**src/rtl/aes_key_pkg.sv**
```systemverilog
// Shared definitions for the AES round-key address sequencer: key-length
// encoding, round-count lookup and the sequencer state type.
package aes_key_pkg;

    localparam logic [1:0] KL_128  = 2'd0;
    localparam logic [1:0] KL_192  = 2'd1;
    localparam logic [1:0] KL_256  = 2'd2;
    localparam logic [1:0] KL_RSVD = 2'd3;

    localparam int WPR = 4;

    typedef enum logic [1:0] {
        IDLE,
        RUN,
        DONE
    } state_t;

    // Number of rounds Nr; the reserved code never reaches this lookup in use.
    function automatic logic [3:0] nr_of(input logic [1:0] key_len);
        case (key_len)
            KL_192:  return 4'd12;
            KL_256:  return 4'd14;
            default: return 4'd10;
        endcase
    endfunction

endpackage

```
**src/rtl/round_word_counter.sv**
```systemverilog
// Word-within-round (2 bit) and round (4 bit) counter with synchronous clear,
// increment enable and a registered terminal flag (round == nr, word == 3).
module round_word_counter (
    input  logic       clk,
    input  logic       rst,
    input  logic       clear,
    input  logic       en,
    input  logic [3:0] nr,
    output logic [3:0] round,
    output logic [1:0] word,
    output logic       last,
    output logic [3:0] round_inc,
    output logic [1:0] word_inc
);

    logic [3:0] round_next;
    logic [1:0] word_next;

    // *_inc is the position after one advance, regardless of en, so the
    // parent can map the next address without depending on its own enables.
    always_comb begin
        word_inc   = word + 2'd1;
        round_inc  = (word == 2'd3) ? round + 4'd1 : round;
        round_next = round;
        word_next  = word;
        if (clear) begin
            round_next = 4'd0;
            word_next  = 2'd0;
        end else if (en) begin
            round_next = round_inc;
            word_next  = word_inc;
        end
    end

    always_ff @(posedge clk or posedge rst) begin
        if (rst) begin
            round <= 4'd0;
            word  <= 2'd0;
            last  <= 1'b0;
        end else begin
            round <= round_next;
            word  <= word_next;
            last  <= (round_next == nr) && (word_next == 2'd3);
        end
    end

endmodule

```
**src/rtl/round_key_addr_seq.sv**
```systemverilog
// Round-key address sequencer: walks the expanded key schedule in the key BRAM
// in round order (encrypt) or reverse round order (decrypt) under valid/advance.
module round_key_addr_seq
    import aes_key_pkg::*;
#(
    parameter int ADDR_W   = 8,
    parameter int KEY_BASE = 0,
    parameter int WPR      = 4
) (
    input  logic              clk,
    input  logic              rst,
    input  logic              start,
    input  logic              mode,
    input  logic [1:0]        key_len,
    input  logic              advance,
    output logic [ADDR_W-1:0] addr,
    output logic              valid,
    output logic [3:0]        round,
    output logic [1:0]        word,
    output logic              last,
    output logic              busy,
    output logic              done,
    output logic              err
);

    generate
        if (KEY_BASE < 0 || KEY_BASE + 59 >= 2**ADDR_W) begin : g_base_chk
            $error("round_key_addr_seq: KEY_BASE+59 does not fit in ADDR_W bits");
        end
        if (WPR != aes_key_pkg::WPR) begin : g_wpr_chk
            $error("round_key_addr_seq: WPR must be 4");
        end
    endgenerate

    state_t            state_reg, state_next;
    logic              mode_reg, mode_next;
    logic [3:0]        nr_reg, nr_next;
    logic              cnt_clear, cnt_en;
    logic              err_next;
    logic [ADDR_W-1:0] addr_next;
    logic [3:0]        round_inc;
    logic [1:0]        word_inc;

    logic              map_mode;
    logic [3:0]        map_nr, map_round, map_rel;
    logic [1:0]        map_word;
    logic [ADDR_W:0]   addr_full;
    logic [ADDR_W-1:0] addr_mapped;

    round_word_counter u_cnt (
        .clk       (clk),
        .rst       (rst),
        .clear     (cnt_clear),
        .en        (cnt_en),
        .nr        (nr_reg),
        .round     (round),
        .word      (word),
        .last      (last),
        .round_inc (round_inc),
        .word_inc  (word_inc)
    );

    // In IDLE the mapping previews the first word of a new request; in RUN it
    // previews the word after the current one.
    always_comb begin
        if (state_reg == RUN) begin
            map_mode  = mode_reg;
            map_nr    = nr_reg;
            map_round = round_inc;
            map_word  = word_inc;
        end else begin
            map_mode  = mode;
            map_nr    = nr_of(key_len);
            map_round = 4'd0;
            map_word  = 2'd0;
        end
        map_rel   = map_mode ? (map_nr - map_round) : map_round;
        addr_full = (ADDR_W+1)'(KEY_BASE) + (ADDR_W+1)'({map_rel, map_word});
        // Overflow cannot happen once the base check holds; saturate, never wrap.
        addr_mapped = addr_full[ADDR_W-1:0] | {ADDR_W{addr_full[ADDR_W]}};
    end

    always_comb begin
        state_next = state_reg;
        mode_next  = mode_reg;
        nr_next    = nr_reg;
        cnt_clear  = 1'b0;
        cnt_en     = 1'b0;
        err_next   = 1'b0;
        addr_next  = addr;
        case (state_reg)
            IDLE: begin
                if (start) begin
                    if (key_len == KL_RSVD) begin
                        err_next = 1'b1;
                    end else begin
                        state_next = RUN;
                        mode_next  = mode;
                        nr_next    = nr_of(key_len);
                        cnt_clear  = 1'b1;
                        addr_next  = addr_mapped;
                    end
                end
            end
            RUN: begin
                if (advance) begin
                    if (last) begin
                        state_next = DONE;
                        cnt_clear  = 1'b1;
                        addr_next  = '0;
                    end else begin
                        cnt_en    = 1'b1;
                        addr_next = addr_mapped;
                    end
                end
            end
            DONE: state_next = IDLE;
            default: state_next = IDLE;
        endcase
    end

    always_ff @(posedge clk or posedge rst) begin
        if (rst) begin
            state_reg <= IDLE;
        end else begin
            state_reg <= state_next;
        end
    end

    // Status outputs are decoded from the next state so they are registered.
    always_ff @(posedge clk or posedge rst) begin
        if (rst) begin
            mode_reg <= 1'b0;
            nr_reg   <= 4'd10;
            addr     <= '0;
            valid    <= 1'b0;
            busy     <= 1'b0;
            done     <= 1'b0;
            err      <= 1'b0;
        end else begin
            mode_reg <= mode_next;
            nr_reg   <= nr_next;
            addr     <= addr_next;
            valid    <= (state_next == RUN);
            busy     <= (state_next != IDLE);
            done     <= (state_next == DONE);
            err      <= err_next;
        end
    end

endmodule
```
**config.mk**
```make
export PLATFORM = sky130hd
export DESIGN_NAME = round_key_addr_seq
export DESIGN_NICKNAME = d
export VERILOG_FILES = /design/src/rtl/aes_key_pkg.sv /design/src/rtl/round_word_counter.sv /design/src/rtl/round_key_addr_seq.sv
export SDC_FILE = /design/constraint.sdc
export NUM_CORES = 1
export LEC_CHECK = 0
export BUFFER_PORTS_ARGS = -buffer_cell sky130_fd_sc_hd__buf_2
export CORE_UTILIZATION = 55
export CTS_BUF_LIST = sky130_fd_sc_hd__clkbuf_2 sky130_fd_sc_hd__clkbuf_4 sky130_fd_sc_hd__clkbuf_8
export DETAILED_ROUTE_END_ITERATION = 12
export GPL_TIMING_DRIVEN = 0
export PLACE_DENSITY = 0.81
export SLEW_MARGIN = 20
export SYNTH_ARGS = -nofsm -noshare
export SYNTH_HDL_FRONTEND = slang
export SYNTH_SLANG_ARGS = --single-unit
export TNS_END_PERCENT = 5
```
**constraint.sdc**
```tcl
create_clock -name clk -period 2.6 [get_ports clk]
set_clock_uncertainty 0.15 [all_clocks]
set_input_delay 0.39 -clock clk [delete_from_list [all_inputs] [get_ports clk]]
set_output_delay 0.39 -clock clk [all_outputs]
set_load 0.01 [all_outputs]
```
# Word-level counts from Yosys, hierarchy flattened
# Cells that the tools add are included.
# classes
add_sub_neg	3
eq_ne	12
muxes	32
bitwise	1
n_reduce_logical	6
# ops
operator	count
2-to-1 mux 4 bit	6
2-to-1 mux 8 bit	3
case mux 8 bit (2 select lines)	1
2-to-1 mux 2 bit	7
2-to-1 mux 1 bit	11
== test 2 bit, second input constant	5
== test 2 x 1 -> 1 bit, second input constant	3
2-to-1 mux 6 bit	1
!= test 2 bit, second input constant	3
case mux 3 bit (2 select lines)	1
adder 4 x 1 -> 4 bit, second input constant	1
== test 4 bit	1
case mux 2 bit (2 select lines)	1
AND reduction 4 bit	1
nonzero test 2 bit	2
subtractor 4 bit	1
AND reduction 3 bit	1
adder 2 x 1 -> 2 bit, second input constant	1
logical NOT 2 bit	1
case mux 1 bit (2 select lines)	1
logical AND 1 bit	1
inverter 1 bit	1
# totals
ff_bits	26
in_bits	7
output_inout_bits	19
elab_cells	65

# Depth between registers and ports, before layout
# logic_depth
word_depth	8
ltp_mapped	10
ltp_nobuf	9

# By module
# A second synthesis with hierarchy kept.
# hier_totals
hier_cells	142
area_unflattened_um2	1387.6
# by_module_without_submodules
module	n_inst	cells_per_inst	area_each_um2	seq_area_each_um2
round_key_addr_seq	1	84	825.8	376.6
round_word_counter	1	58	561.8	175.2

# Worst setup path before layout
# No wires, ideal clock.
# synth_timing
path_kind	register to register
startpoint	register u_cnt.word[0]
endpoint	register addr[4]
setup_ns	0.121
arrival_time_ns	1.973
t_required_ns	2.329
slack_ns	0.356
path_stages_with_launch	9
path_buffers	0
synth_period_minus_slack_ns	2.244
cell_sequence	dfrtp_1 > ha_1 > mux2_2 > nand2_1 > inv_1 > fa_1 > xor2_1 > mux2i_1 > a22o_1
# synth_between
elab_chain_cells	8
word_cells_on_any_way	10
cone_classes	add/sub (1); eq/ne (1); mux (8)
# synth_lines
item	line	source
start, declared	round_word_counter.sv:10	output logic [1:0] word,
start signal, assigned	round_word_counter.sv:42	word <= word_next;
== test 2 bit *	round_word_counter.sv:23	round_inc = (word == 2'd3) ? round + 4'd1 : round;
2-to-1 mux 4 bit *	round_word_counter.sv:23	
2-to-1 mux 4 bit *	round_key_addr_seq.sv:66	if (state_reg == RUN) begin
subtractor 4 bit	round_key_addr_seq.sv:77	map_rel = map_mode ? (map_nr - map_round) : map_round;
2-to-1 mux 4 bit *	round_key_addr_seq.sv:77	
2-to-1 mux 6 bit / 2-to-1 mux 8 bit (equally long branches)	round_key_addr_seq.sv:107, round_key_addr_seq.sv:94	
2-to-1 mux 8 bit, on equally long branches	round_key_addr_seq.sv:106, round_key_addr_seq.sv:93	
case mux 8 bit (2 select lines) *	round_key_addr_seq.sv:91	case (state_reg)
end signal, assigned	round_key_addr_seq.sv:143	addr <= addr_next;
end, declared	round_key_addr_seq.sv:16	output logic [ADDR_W-1:0] addr,
# Mark *: on every way between the ends. The rest lies on a longest branch, timed or not. The select of a mux whose other input is x is not followed.
# A chain may end at the register's enable or synchronous reset.

# Worst setup path after layout
# layout_timing
startpoint	register state_reg[1]
endpoint	register addr[4]
# layout_between
elab_chain_cells	7
word_cells_on_any_way	17
cone_classes	add/sub (1); eq/ne (4); mux (9); reduce/logical (3)
# layout_lines
item	line	source
start, declared	round_key_addr_seq.sv:35	state_t state_reg, state_next;
start signal, assigned	round_key_addr_seq.sv:126	state_reg <= state_next;
== test 2 x 1 -> 1 bit	round_key_addr_seq.sv:66, round_key_addr_seq.sv:91	
2-to-1 mux 4 bit	round_key_addr_seq.sv:66	
subtractor 4 bit	round_key_addr_seq.sv:77	
2-to-1 mux 4 bit	round_key_addr_seq.sv:77	
2-to-1 mux 6 bit / 2-to-1 mux 8 bit (equally long branches)	round_key_addr_seq.sv:107, round_key_addr_seq.sv:94	
2-to-1 mux 8 bit, on equally long branches	round_key_addr_seq.sv:106, round_key_addr_seq.sv:93	
case mux 8 bit (2 select lines)	round_key_addr_seq.sv:91	
# Parallel ways exist; a longest one is shown, timed or not. The select of a mux whose other input is x is not followed.

==> results by group <==
Setup path
  • Arrival time at the worst endpoint: 2.47 ns
  • CP max stage cell: dfrtp_1
  • Top delay family on crit path: flip-flops
  • CP Class: reg2reg
  • R2r startpoint: state_reg[1]
  • Endpoint class of the critical path: register
  • Buf/Inv on CP: 2
  • Critical Path Start: state_reg[1]
  • CP cell instances: or2b_1, clkbuf_2, nand2_1, o21a_1, inv_1, fa_1, xor2_1, mux2i_1, a22o_1
  • CP required: 2.65 ns
  • CP max FO: 10
  • Critical Path Source Type: register
  • Critical Path Max Stage Delay: 0.49 ns

Layout
  • Share of layout cells above drive strength 1: 26.7%
  • Layout Nets: 165
  • Max reg flops: 6
  • Area Overhead vs Synth: 16.8%
  • Final cell count without fillers: 177
  • Finished Core Util: 70.4%
  • Ant diodes: 0
  • Biggest register: addr
  • Largest registers: addr x6, u_cnt.round x4

Timing
  • Max Slew Vio Count: 0
  • Final hold viol count: 0
  • Worst rel slew slack: 44.3%
  • F_max: 413 MHz
  • Worst-Margin Slew: 0.834 ns
  • Period minus WS final: 2.42 ns
  • Min Hold Slack: 0.0743 ns
  • RSZ-0062 raised after global routing: false
  • Final setup viols: 0
  • Setup TNS: 0 ns
  • Period utilization: 93.2%

Global routing
  • Total GRT Usage: 23.2%
  • Initial antenna violation count: 0
  • M1 GR Usage: 27.5%
  • Total gr overflow: 0
  • Largest net degree at the start of global routing: 23
  • Grt met3 use: 3.43%
  • First-pass GRT wire length: 4310 µm
  • Number of global-route vias before repair: 998
  • Most Crowded Layer GR: met2
  • Met2 Usage GRT: 40.6%

Synthesis
  • Synth Flop Type: dfrtp_1
  • Syn Std Cell Area: 1230 µm²
  • Synth top area cells: dfrtp_1, ha_1, xnor2_1
  • Largest area contributor in the netlist: dfrtp_1
  • Post-synthesis sequential area ratio: 44.8%
  • Syn_area_per_cell: 10.1 µm²
  • Warnings, synthesis: 0
  • Async SR Flop Fraction: 100%
  • Area share of the largest cell type after synthesis: 42.7%
  • Synth cell count leaders: dfrtp_1, nand2_1, a21oi_1
  • Library cells used by synthesis: 38
  • Register bit total from synthesis: 22
  • Cell count after synthesis: 122
  • Most frequent cell after synthesis: dfrtp_1
  • Post-synth EDFFs: 0

Placement
  • Placer Congestion: 0.889
  • Dpl cells: 173
  • DP HPWL: 1830 µm
  • Buffers added on ports: 23

Power
  • P_int: 0.888 mW
  • Worst VDD drop: 0.000671 V
  • Switch share: 36.3%
  • Leakage: 0.722 nW
  • Reg power frac: 37.6%
  • Net Switching: 0.506 mW
  • PD cells: 970 nW/µm²
  • Clock Power Share: 18.5%
  • Gate power share: 43.9%

Die
  • Boundary Pins: 26
  • Chip height: 49.3 µm
  • Placeable Area: 2040 µm²
  • Die area: 2430 µm²
  • Initial Utilization: 60.3%
  • Die X: 49.3 µm
  • Cell row count: 16

CTS
  • CTS tree: done
  • Worst skew pair latency: 0.30 ns
  • H-Tree Depth: 1
  • Clk slew on worst S/H paths: 0.13 ns
  • Setup bufs post-CTS: 0
  • CTS Buf Count: 3
  • Total clock sinks: 22
  • Root Buffer: clkbuf_4
  • CTS max path bufs: 2
  • Post_cts resized: 0
  • Post-CTS Hold Fix Bufs: 0

Worst hold path
  • Hold Path Class: in2async

Detailed routing
  • ANT nets after route: 0
  • Routed WL: 2450 µm
  • Drt pass-1 iters: 4
  • Iter 0 DRT Violations: 19
  • DR DRC count: 0
  • Via density: 5.68
  • Vias: 1,006
  • DR WL/cell: 13.9 µm

Run
  • Max-cap violations: 0

Outcome
  • Status: finished, final reports clean
==> per-stage QoR <==
step / instance area (µm²) / setup WS [ns] / power, mW
2_1_floorplan: 1230 / 0.356 / 0.963
3_3_place_gp: 1380 / 0.182 / 1.10
3_5_place_dp: 1380 / 0.123 / 1.14
4_1_cts: 1440 / 0.0931 / 1.40
5_1_grt: 1440 / 0.0258 / 1.50
6_report: 1440 / 0.177 / 1.39
==> worst paths after layout <==
check	to	slack, ns	cells after the start
setup / recovery	addr[4]	0.18	9
hold / removal	u_cnt.word[0]	0.07	2
setup reg to reg	addr[4]	0.18	9
hold reg to reg	addr[0]	0.34	2
max in group asynchronous	u_cnt.word[1]	1.70	2
min in group clk	mode_reg	0.21	2
==> final cells by class <==
cell class | count | area (µm²)
Clock inverter | 1 | 30.0
Sequential cell | 22 | 552
Multi-Input combinational cell | 89 | 614
Timing Repair Buffer | 23 | 115
Clock buffer | 3 | 22.5
Buffer | 6 | 47.5
Inverter | 6 | 22.5
Fill cell | 167 | 604
Tap cell | 27 | 33.8
==> metal layers <==
layer | wire [µm] | part of all wire [%]
met2 | 1270 | 52
met4 | 41 | 1.7
met5 | 0 | 0
met1 | 1030 | 42
met3 | 118 | 4.8
==> power by group through the flow <==
stage               Clock, mW  Sequential, mW  Combinational [mW]
floorplan                   0           0.555               0.408
global placement            0           0.524               0.578
detailed placement          0           0.532               0.607
CTS                     0.269           0.526               0.609
global route            0.279           0.540               0.678
finish                  0.257           0.524               0.612
==> cells by family after synthesis <==
group | synth area share, %
simple gates | 17.9
compound gates | 13.7
flops | 44.8
buf+inv | 5.59
xor+xnor | 5.69
fa+ha+maj | 7.72
mux | 4.27
other cells | 0.305
==> worst reg2reg max path, cell delays in order (launching register included) <==
cell and delay (ns):
dfrtp_1 0.49, or2b_1 0.30, clkbuf_2 0.21, nand2_1 0.10, o21a_1 0.15, inv_1 0.06, fa_1 0.43, xor2_1 0.13
mux2i_1 0.08, a22o_1 0.21
==> cell usage in the layout, fill, tap and decap left out, types with 2 or more instances in the layout <==
cell type	count
a21o_1	3
a21oi_1	10
a22o_1	2
buf_2	24
buf_4	2
buf_6	2
clkbuf_4	3
conb_1	2
dfrtp_1	21
ha_1	6
inv_1	6
mux2_2	2
mux2i_1	3
nand2_1	16
nand3_1	2
nor2_1	9
o21a_1	2
o21ai_0	6
or3_1	2
xnor2_1	7
Note: power is estimated with default switching activity, not from simulation.
